**config.mk**
```make
export PLATFORM = sky130hd
export DESIGN_NAME = code_entry_fsm
export DESIGN_NICKNAME = d
export VERILOG_FILES = /design/src/rtl/code_entry_fsm.sv
export SDC_FILE = /design/constraint.sdc
export NUM_CORES = 1
export LEC_CHECK = 0
export ABC_AREA = 1
export CAP_MARGIN = 30
export CORE_MARGIN = 4
export CORE_UTILIZATION = 48
export CTS_CLUSTER_SIZE = 40
export DETAILED_ROUTE_END_ITERATION = 6
export GPL_TIMING_DRIVEN = 0
export PLACE_DENSITY = 0.93
export SYNTH_ARGS = -nofsm -noshare
export SYNTH_HDL_FRONTEND = slang
export SYNTH_SLANG_ARGS = --single-unit
export TNS_END_PERCENT = 10
```
**constraint.sdc**
```tcl
create_clock -name i_clk -period 1.75 [get_ports i_clk]
set_input_delay 0.4375 -clock i_clk [delete_from_list [all_inputs] [get_ports i_clk]]
set_output_delay 0.4375 -clock i_clk [all_outputs]
set_load 0.03 [all_outputs]
```
**src/rtl/code_entry_fsm.sv**
```systemverilog
// Code-maker front end: shifts DIGITS symbols into a code, then offers it by valid/ack (1-cycle latency, held until ack).
// Optional CODE_NO_REPEAT_EN discards symbols already present in the current entry.
module code_entry_fsm #(
    parameter int DIGITS      = 4,
    parameter int SYM_W       = 3,
    parameter int NUM_PLAYERS = 2,
    localparam int PLAYER_W   = (NUM_PLAYERS > 2) ? $clog2(NUM_PLAYERS) : 1,
    localparam int CNT_W      = $clog2(DIGITS + 1),
    localparam int CODE_W     = DIGITS * SYM_W
) (
    input  logic                i_clk,
    input  logic                i_reset,
    input  logic                i_start,
    input  logic [PLAYER_W-1:0] i_player_sel,
    input  logic [SYM_W-1:0]    i_sym_in,
    input  logic                i_sym_valid,
    input  logic                i_code_ack,
    output logic [CODE_W-1:0]   o_code,
    output logic                o_code_valid,
    output logic [PLAYER_W-1:0] o_active_p,
    output logic                o_busy,
    output logic [CNT_W-1:0]    o_digit_cnt,
    output logic                o_sym_reject
);

    typedef enum logic [1:0] {S_IDLE, S_ENTRY, S_DONE} state_t;

    state_t              r_state;
    state_t              w_state_nxt;
    logic [CODE_W-1:0]   r_code;
    logic [CODE_W-1:0]   w_code_nxt;
    logic [CODE_W-1:0]   w_shifted;
    logic                r_code_valid;
    logic                w_code_valid_nxt;
    logic [PLAYER_W-1:0] r_active_p;
    logic [PLAYER_W-1:0] w_active_p_nxt;
    logic [PLAYER_W-1:0] w_player_legal;
    logic [CNT_W-1:0]    r_digit_cnt;
    logic [CNT_W-1:0]    w_digit_cnt_nxt;
    logic                r_sym_reject;
    logic                w_sym_reject_nxt;
    logic                r_busy;
    logic                w_repeat;

    // A one-symbol code has no upper field to keep, so the shift degenerates to a load.
    generate
        if (DIGITS == 1) begin : g_one_digit
            assign w_shifted = i_sym_in;
        end else begin : g_multi_digit
            assign w_shifted = {r_code[CODE_W-SYM_W-1:0], i_sym_in};
        end

        if ((1 << PLAYER_W) > NUM_PLAYERS) begin : g_player_clamp
            assign w_player_legal = (i_player_sel >= PLAYER_W'(NUM_PLAYERS)) ? '0 : i_player_sel;
        end else begin : g_player_full
            assign w_player_legal = i_player_sel;
        end
    endgenerate

`ifdef CODE_NO_REPEAT_EN
    generate
        if (DIGITS > (1 << SYM_W)) begin : g_warn_unusable
            $warning("code_entry_fsm: DIGITS exceeds alphabet size, entry can never complete with unique symbols");
        end
    endgenerate

    // Filled slots sit in the low digit_cnt positions, newest symbol in slot 0.
    always_comb begin
        w_repeat = 1'b0;
        for (int i = 0; i < DIGITS; i++) begin
            if ((CNT_W'(i) < r_digit_cnt) && (r_code[i*SYM_W +: SYM_W] == i_sym_in)) begin
                w_repeat = 1'b1;
            end
        end
    end
`else
    assign w_repeat = 1'b0;
`endif

    always_ff @(posedge i_clk or posedge i_reset) begin
        if (i_reset) begin
            r_state      <= S_IDLE;
            r_code       <= '0;
            r_code_valid <= 1'b0;
            r_active_p   <= '0;
            r_digit_cnt  <= '0;
            r_sym_reject <= 1'b0;
            r_busy       <= 1'b0;
        end else begin
            r_state      <= w_state_nxt;
            r_code       <= w_code_nxt;
            r_code_valid <= w_code_valid_nxt;
            r_active_p   <= w_active_p_nxt;
            r_digit_cnt  <= w_digit_cnt_nxt;
            r_sym_reject <= w_sym_reject_nxt;
            r_busy       <= (w_state_nxt != S_IDLE);
        end
    end

    always_comb begin
        w_state_nxt      = r_state;
        w_code_nxt       = r_code;
        w_code_valid_nxt = r_code_valid;
        w_active_p_nxt   = r_active_p;
        w_digit_cnt_nxt  = r_digit_cnt;
        w_sym_reject_nxt = 1'b0;
        case (r_state)
            S_IDLE: begin
                if (i_start) begin
                    w_state_nxt     = S_ENTRY;
                    w_code_nxt      = '0;
                    w_digit_cnt_nxt = '0;
                    w_active_p_nxt  = w_player_legal;
                end
            end
            S_ENTRY: begin
                if (i_sym_valid) begin
                    if (w_repeat) begin
                        w_sym_reject_nxt = 1'b1;
                    end else begin
                        w_code_nxt      = w_shifted;
                        w_digit_cnt_nxt = r_digit_cnt + CNT_W'(1);
                        if (r_digit_cnt == CNT_W'(DIGITS - 1)) begin
                            w_state_nxt      = S_DONE;
                            w_code_valid_nxt = 1'b1;
                        end
                    end
                end
            end
            S_DONE: begin
                w_sym_reject_nxt = i_sym_valid;
                // Ack takes priority over a concurrent start; start is re-sampled in IDLE.
                if (i_code_ack) begin
                    w_state_nxt      = S_IDLE;
                    w_code_valid_nxt = 1'b0;
                end
            end
            default: begin
                w_state_nxt = S_IDLE;
            end
        endcase
    end

    assign o_code       = r_code;
    assign o_code_valid = r_code_valid;
    assign o_active_p   = r_active_p;
    assign o_busy       = r_busy;
    assign o_digit_cnt  = r_digit_cnt;
    assign o_sym_reject = r_sym_reject;

endmodule

```
==> results.json, run 1 <==
{
  "synth_cell_type_count": 15,
  "via_per_inst": 5.03,
  "r2r_setup_slack_ns": 0.51,
  "worstHoldStart": "o_code_valid",
  "cts_sinks": 21,
  "use_met1_pct": 17.9,
  "drt_iter0_markers": 8,
  "chipHeight_um": 51.4,
  "vdd_ir_drop_max_uv": 932,
  "finalCritPeriodShare_pct": 91.6,
  "max_cap_viol_count": 0,
  "synth_top_cell_by_area": "dfrtp_1",
  "synth.cell_area_um2": 905,
  "grt_pass1_vias": 729,
  "cts_tree": "built",
  "postCtsHoldBufs": 0,
  "antennaDiodeCount": 0,
  "p_leak_uw": 0.000660,
  "max-clock-path-buffers": 2,
  "nNetsFinal": 131,
  "synth_area_leaders": "dfrtp_1 58%, inv_1 7.9%, o22ai_1 6.2%",
  "use_met3_pct": 4.96,
  "fp.dieW_um": 51.4,
  "drc": 0,
  "synth_most_common_cell": "dfrtp_1",
  "cp.arrival_ns": 1.17,
  "async_reset_ff_share_pct": 100,
  "path_depth": 1,
  "skew_ns": 0.00454,
  "worst_slew_pin_slew_ns": 0.744,
  "drive_above_1_share_pct": 10.1,
  "p_seq_share_pct": 35.6,
  "clk_pin_slew_worst_paths_ns": 0.11,
  "grt_overflow": 0,
  "grt_busiest_layer": "met2",
  "crit_type": "reg -> out",
  "fin_crit_ns": 1.60,
  "reg2reg_depth": 5,
  "r2r_start": "o_digit_cnt[0]",
  "grt_use_total_pct": 15.6,
  "postLayoutCellArea_mm2": 0.00121,
  "worstPathRequired_ns": 1.31,
  "synth_edf_count": 0,
  "synth_top_area_share_pct": 58.1,
  "r2r-end": "o_digit_cnt[2]",
  "dieArea_mm2": 0.00264,
  "internal_power_uw": 1210,
  "path_cells": "dlygate4sd2_1",
  "initial_core_util_pct": 51.3,
  "synth_common_cells": "21 x dfrtp_1, 19 x inv_1, 14 x nand2_1",
  "yosys_warnings": 0,
  "pwr-share-comb_pct": 54.4,
  "setup_violations": 0,
  "dr_total_vias": 725,
  "slowest_stage": "dfrtp_1",
  "final.setup.tns_ns": 0,
  "clk_latency_ns": 0.30,
  "swShare_pct": 46.9,
  "clock.fmax_mhz": 624,
  "drtPass1Iterations": 4,
  "cts.htree.levels": 1,
  "cp_max_fo": 3,
  "final_max_slew_viol_count": 0,
  "grt_use_met2_pct": 26.5,
  "outcome": "finished clean",
  "cts_buffers": 3,
  "routabilityCongestion": 0.792,
  "rows": 15,
  "grt_max_degree": 22,
  "powerDensity_mw_per_mm2": 1880,
  "critPathTopFamily": "flip-flops",
  "wl_per_cell_um": 12.2,
  "area_delta_synth_final_pct": 34.0,
  "grt_pass1_wl_mm": 3.06,
  "finalHoldViolations": 0,
  "post-route-util_pct": 68.7,
  "relSlewSlack_pct": 50.4,
  "netlist_instances": 88,
  "antenna_left": 0,
  "cp.buffers_inverters": 1,
  "synth_ff_type": "dfrtp_1",
  "hold_class": "reg -> reg",
  "slowest_delay_ns": 0.44,
  "wirelength_mm": 1.76,
  "dp.cells": 140,
  "core_mm2": 0.00176,
  "p_sw_uw": 1070,
  "placed_area_mm2": 0.00121,
  "crit_start": "o_digit_cnt[0]",
  "end_kind": "output pin",
  "finalNonFillerCells": 144,
  "p_clk_share_pct": 10.0,
  "cts-root-buf": "clkbuf_4",
  "hpwl_mm": 1.37,
  "port_buffers": 27,
  "cp-endpoint": "o_digit_cnt[0]",
  "ys_seq_area_share_pct": 58.1,
  "synth_nets": 99,
  "avgSynthCellArea_um2": 10.3,
  "synth-seq-cells": 21,
  "ios": 28,
  "critPathLaunchType": "flip-flop",
  "antenna_found_initial": 0,
  "rsz0062_at_grt": "no"
}
==> flip-flops by register name, summed over array words and instances, names as in the netlist <==
name          count
o_code           12
o_digit_cnt       3
r_state           2
o_active_p        1
o_busy            1
o_code_valid      1
o_sym_reject      1
==> power by group through the flow <==
stage	Combinational (µW)	Sequential, µW	Clock, µW
CTS	1250	813	236
finish	1240	810	227
floorplan	474	1210	0
detailed placement	1390	829	0
global placement	1350	821	0
global route	1350	839	265
==> routing by layer <==
| layer | up-vias | wire length (µm) |
|---|---|---|
| li1 | 347 | - |
| met1 | 347 | 750 |
| met2 | 29 | 867 |
| met3 | 2 | 120 |
| met4 | 0 | 24 |
| met5 | - | 0 |
==> worst min-delay path by stage <==
stage	endpoint	slack, ns	cells after the start
finish	o_code_valid	0.49	2
global route	o_code_valid	0.52	2
CTS	o_code_valid	0.49	2
detailed placement	o_code_valid	0.47	2
global placement	o_code_valid	0.46	2
floorplan	o_active_p	0.41	1
==> worst min-delay path, delay by kind of cell, from the launching register on <==
kind             cells  cell delay, ns
DFF                  1            0.36
and+or+nand+nor      2            0.10
==> layout by cell type (no fill, tap or decap), types with 3 or more instances in the layout <==
| master | netlist | final |
|---|---|---|
| o21ai_0 | 6 | 6 |
| clkdlybuf4s50_1 | 0 | 8 |
| dfrtp_1 | 21 | 21 |
| inv_1 | 19 | 19 |
| o22ai_1 | 9 | 9 |
| clkbuf_4 | 0 | 3 |
| dlygate4sd2_1 | 0 | 18 |
| nand2_1 | 14 | 14 |
| nand3_1 | 5 | 5 |
==> kinds of logic after synthesis <==
family                     count (synthesis)  synth area share [%]
and+or+nand+nor                           26                  15.9
buffers and inverters                     23                  11.2
DFF                                       21                  58.1
AOI/OAI and AO/OA                         15                  9.54
adders and majority gates                  2                  2.77
muxes                                      1                  2.49
==> metrics by stage <==
step	hold slack, ns	setup slack [ns]	power [µW]
finish	0.488	0.147	2270
global route	0.521	0.0940	2450
CTS	0.490	0.000450	2300
detailed placement	0.466	0.187	2210
global placement	0.462	0.199	2170
floorplan	0.414	0.443	1690
==> repair_timing <==
action	in CTS	in global routing
buffers inserted	0	0
pin swaps	0	0
gates resized for setup	18	1
setup endpoints to repair	18	1
==> cell type report <==
class / count / area [µm²]
fill: 159 / 552
sequential: 21 / 526
multi-input combinational: 44 / 278
timing repair buffer: 27 / 250
inverter: 21 / 78.8
tap: 25 / 31.3
clock buffer: 4 / 26.3
buffer: 2 / 22.5
Note: power is estimated with default switching activity, not from simulation.
==> run 2, diff against run 1 <==
CORE_UTILIZATION = 45   (was 48)
PLACE_DENSITY = 0.89   (was 0.93)
==> run 2 against run 1 <==
  * Wire length rose by 2.9%
  * Power rose by 0.31%
  * Via count fell by 6.5%
  * Design area rose by 0.10%
  * Sequential cell count did not move
  * Register-to-register slack barely moved
  * Non-clock buffer count did not move
  * Clock power barely moved
  * Combinational power barely moved
  * Sequential power barely moved
  * Critical endpoint unchanged
==> results.json, run 2 (same netlist as run 1, synthesis figures left out) <==
{
  "finalHoldViolations": 0,
  "rows": 15,
  "slowest_delay_ns": 0.45,
  "worst_slew_pin_slew_ns": 0.809,
  "ios": 28,
  "cts.htree.levels": 1,
  "final_cell_mix": "21 x dfrtp_1, 19 x inv_1, 18 x dlygate4sd2_1",
  "vdd_ir_drop_max_uv": 957,
  "clk_latency_ns": 0.30,
  "grt_use_total_pct": 14.7,
  "skew_ns": 0.00978,
  "fin_crit_ns": 1.62,
  "powerDensity_mw_per_mm2": 1880,
  "nNetsFinal": 131,
  "cp_max_fo": 3,
  "clk_pin_slew_worst_paths_ns": 0.12,
  "max_cap_viol_count": 0,
  "largest_reg_flops": 12,
  "wl_per_cell_um": 12.6,
  "setup_violations": 0,
  "final.setup.tns_ns": 0,
  "outcome": "finished clean",
  "via_per_inst": 4.71,
  "hpwl_mm": 1.38,
  "slowest_stage": "dfrtp_1",
  "end_kind": "output pin",
  "finalCritPeriodShare_pct": 92.5,
  "area_delta_synth_final_pct": 34.2,
  "cts-root-buf": "clkbuf_4",
  "cp.buffers_inverters": 1,
  "antenna_found_initial": 0,
  "routabilityCongestion": 0.766,
  "final_max_slew_viol_count": 0,
  "grt_max_degree": 22,
  "cts_buffers": 3,
  "antenna_left": 0,
  "grt_overflow": 0,
  "cp.arrival_ns": 1.18,
  "dieArea_mm2": 0.00279,
  "dr_total_vias": 678,
  "initial_core_util_pct": 49.7,
  "dp.cells": 140,
  "critPathTopFamily": "flip-flops",
  "placed_area_mm2": 0.00121,
  "port_buffers": 27,
  "drc": 0,
  "drtPass1Iterations": 6,
  "worstPathRequired_ns": 1.31,
  "drive_above_1_share_pct": 10.9,
  "antennaDiodeCount": 0,
  "grt_pass1_wl_mm": 2.93,
  "drt_iter0_markers": 10,
  "finalNonFillerCells": 144,
  "critPathLaunchType": "flip-flop",
  "post-route-util_pct": 66.7,
  "postLayoutCellArea_mm2": 0.00121,
  "chipHeight_um": 52.8,
  "relSlewSlack_pct": 46.0,
  "core_mm2": 0.00182,
  "cts_tree": "built",
  "cts_sinks": 21,
  "clock.fmax_mhz": 618,
  "path_cells": "dlygate4sd2_1",
  "crit_type": "reg -> out",
  "mostFrequentLayoutCell": "dfrtp_1",
  "wirelength_mm": 1.82,
  "max-clock-path-buffers": 2,
  "p_leak_uw": 0.000654,
  "grt_pass1_vias": 668,
  "hold_class": "reg -> reg",
  "fp.dieW_um": 52.8,
  "rsz0062_at_grt": "no",
  "fill_cells": 146
}
[run 2: cell count changes in the layout (fill, tap and decap cells not counted)]
cell,change
clkbuf_1,-1
clkinv_2,+1
[run 2: worst paths after layout]
kind	start	endpoint	cells past startpoint	slack [ns]
max	o_digit_cnt[0]	o_digit_cnt[0]	1	0.13
min	o_active_p	o_active_p	2	0.49
max reg2reg	o_digit_cnt[0]	o_digit_cnt[2]	5	0.50
min reg2reg	o_active_p	o_active_p	2	0.49
max in group asynchronous	i_reset	r_state[1]	2	0.66
min in group asynchronous	i_reset	o_digit_cnt[0]	2	0.58
[run 2: layout make-up]
class                           count  area [µm²]  area share (%)
Tap cell                           25        31.3            2.58
Multi-Input combinational cell     44         278            22.9
Sequential cell                    21         526            43.3
Timing Repair Buffer               27         250            20.6
Buffer                              2        22.5            1.86
Inverter                           21        78.8            6.49
Clock buffer                        3        22.5            1.86
Clock inverter                      1        5.00           0.412
[run 2: repair_timing]
| action | 4_1_cts | 5_1_grt |
|---|---|---|
| hold buffers | 0 | 0 |
| setup buffers | 0 | 0 |
| setup endpoints to repair | 18 | 1 |
| gates resized for setup | 18 | 1 |
[run 2: report_power, final]
part | internal, µW | switching [µW]
Clock | 85.2 | 141
Sequential | 693 | 115
Combinational | 431 | 817
Total | 1210 | 1070
[run 2: routing by layer]
layer | track usage [%] | vias to the layer above | wire length [µm]
met5 | 0 | - | 0
met3 | 3.99 | 4 | 117
met2 | 22.5 | 17 | 860
met1 | 18.7 | 315 | 802
li1 | - | 342 | -
met4 | 7.66 | 0 | 36
[run 2: stage by stage]
stage	power [µW]	setup WS, ns	hold slack (ns)
after detailed placement	2220	0.187	0.472
after CTS	2310	0.00238	0.494
final	2280	0.131	0.489
after global placement	2170	0.193	0.458
after global routing	2430	0.0801	0.528
after floorplan	1690	0.443	0.414
==> run 3, diff against run 2 <==
CAP_MARGIN = unset   (was 30)
PLACE_DENSITY = unset   (was 0.89)
PLACE_DENSITY_LB_ADDON = 0.25   (was unset)
==> run 3 against run 2 <==
  * Clock power rose by 2%
  * Wire length fell by 0.11%
  * Sequential cell count did not move
  * Non-clock buffer count did not move
  * Clock-buffer cell count did not move
  * Global-route usage rose by 1.2 points
  * Design area fell by 0.31%
  * Critical path depth did not move
  * Sequential share of layout area rose by 0.13 points
  * Cell count did not move
  * Clock skew fell by 0.0052 ns
==> results.json, run 3 (same netlist as run 1, synthesis figures left out) <==
{
  "hpwl_mm": 1.35,
  "ios": 28,
  "finalCritPeriodShare_pct": 92.7,
  "antennaDiodeCount": 0,
  "grt_use_total_pct": 15.9,
  "seq_area_um2": 526,
  "p_sw_uw": 1080,
  "grt_overflow": 0,
  "critPathTopFamily": "flip-flops",
  "grt_max_degree": 22,
  "swShare_pct": 47.2,
  "max-clock-path-buffers": 2,
  "fp.dieW_um": 52.8,
  "p_seq_share_pct": 35.6,
  "slowest_delay_ns": 0.45,
  "postCtsHoldBufs": 0,
  "via_per_inst": 4.83,
  "skew_ns": 0.00455,
  "dieArea_mm2": 0.00279,
  "setup_violations": 0,
  "area_delta_synth_final_pct": 33.7,
  "critPathLaunchType": "flip-flop",
  "largest_reg_flops": 12,
  "finalPower_uw": 2280,
  "hold_class": "reg -> reg",
  "cts_tree": "built",
  "rsz0062_at_grt": "no",
  "finalHoldViolations": 0,
  "port_buffers": 27,
  "routabilityCongestion": 0.726,
  "p_leak_uw": 0.000649,
  "worst_slew_pin_slew_ns": 0.788,
  "final_max_slew_viol_count": 0,
  "drt_iter0_markers": 6,
  "antenna_found_initial": 0,
  "chipHeight_um": 52.8,
  "cts-root-buf": "clkbuf_4",
  "cts_sinks": 21,
  "wirelength_mm": 1.81,
  "grt_pass1_vias": 698,
  "fill_cells": 177,
  "max_cap_viol_count": 0,
  "clk_pin_slew_worst_paths_ns": 0.11,
  "p_clk_share_pct": 10.1,
  "cts_buffers": 3,
  "worstPathRequired_ns": 1.31,
  "wl_per_cell_um": 12.6,
  "dr_total_vias": 696,
  "clk_latency_ns": 0.31,
  "cp.buffers_inverters": 1,
  "grt_pass1_wl_mm": 3.15,
  "path_cells": "dlygate4sd2_1",
  "drive_above_1_share_pct": 10.9,
  "end_kind": "output pin",
  "cp_max_fo": 3,
  "final.setup.tns_ns": 0,
  "nNetsFinal": 131,
  "mostFrequentLayoutCell": "dfrtp_1",
  "slowest_stage": "dfrtp_1",
  "vdd_ir_drop_max_uv": 1120,
  "powerDensity_mw_per_mm2": 1890,
  "drtPass1Iterations": 4,
  "clock.fmax_mhz": 616,
  "drc": 0,
  "fin_crit_ns": 1.62,
  "initial_core_util_pct": 49.7,
  "final_cell_mix": "21 x dfrtp_1, 19 x inv_1, 19 x dlygate4sd2_1",
  "crit_type": "reg -> out",
  "relSlewSlack_pct": 47.4,
  "cts.htree.levels": 1,
  "internal_power_uw": 1200,
  "multi_input_area_um2": 278,
  "rows": 15,
  "antenna_left": 0,
  "cp.arrival_ns": 1.19,
  "pwr-share-comb_pct": 54.3,
  "outcome": "finished clean",
  "core_mm2": 0.00182
}
run 3: layout make-up:
| cell class | count | area share, % |
|---|---|---|
| inverters | 21 | 6.51 |
| plain buffers | 2 | 1.86 |
| flip-flops and latches | 21 | 43.4 |
| clock inverters | 1 | 0.414 |
| multi-input cells | 44 | 23.0 |
| clock buffers | 3 | 1.86 |
| repair buffers | 27 | 20.4 |
| well taps | 25 | 2.59 |
run 3: metal layers:
| metal | GRT usage (%) | part of all wire [%] | vias up |
|---|---|---|---|
| met4 | 8.94 | 2.7 | 0 |
| met5 | 0 | 0 | - |
| met1 | 18.4 | 42 | 328 |
| met2 | 26.9 | 49 | 22 |
| li1 | - | - | 341 |
| met3 | 3.42 | 6.7 | 5 |
run 3: power groups by stage:
stage               clock network (µW)  registers [µW]  logic (µW)
floorplan                            0            1210         474
global placement                     0             822        1360
detailed placement                   0             830        1380
CTS                                241             812        1250
global route                       265             843        1350
finish                             231             811        1240
run 3: through the flow:
step	utilization, %	hold slack (ns)	setup WS, ns	cell area, µm²	cells
after floorplan	-	0.414	0.443	905	88
after global placement	66.3	0.456	0.195	1210	140
after detailed placement	66.3	0.467	0.182	1210	140
after CTS	66.5	0.489	0.113	1210	144
after global routing	66.5	0.535	0.0547	1210	144
final	66.5	0.483	0.127	1210	144
run 3: worst paths after layout:
kind | start | cells past startpoint | slack (ns) | end
max | o_digit_cnt[0] | 1 | 0.13 | o_digit_cnt[0]
min | o_code_valid | 2 | 0.48 | o_code_valid
max reg2reg | o_digit_cnt[0] | 5 | 0.49 | r_state[0]
min reg2reg | o_code_valid | 2 | 0.48 | o_code_valid
max in group asynchronous | i_reset | 2 | 0.69 | r_state[0]
min in group asynchronous | i_reset | 2 | 0.57 | o_code[0]
run 3: timing repair:
action                                  in CTS  in global routing
setup buffers                                0                  0
endpoints found under the setup margin      19                  0
gates resized for setup                     19                  0
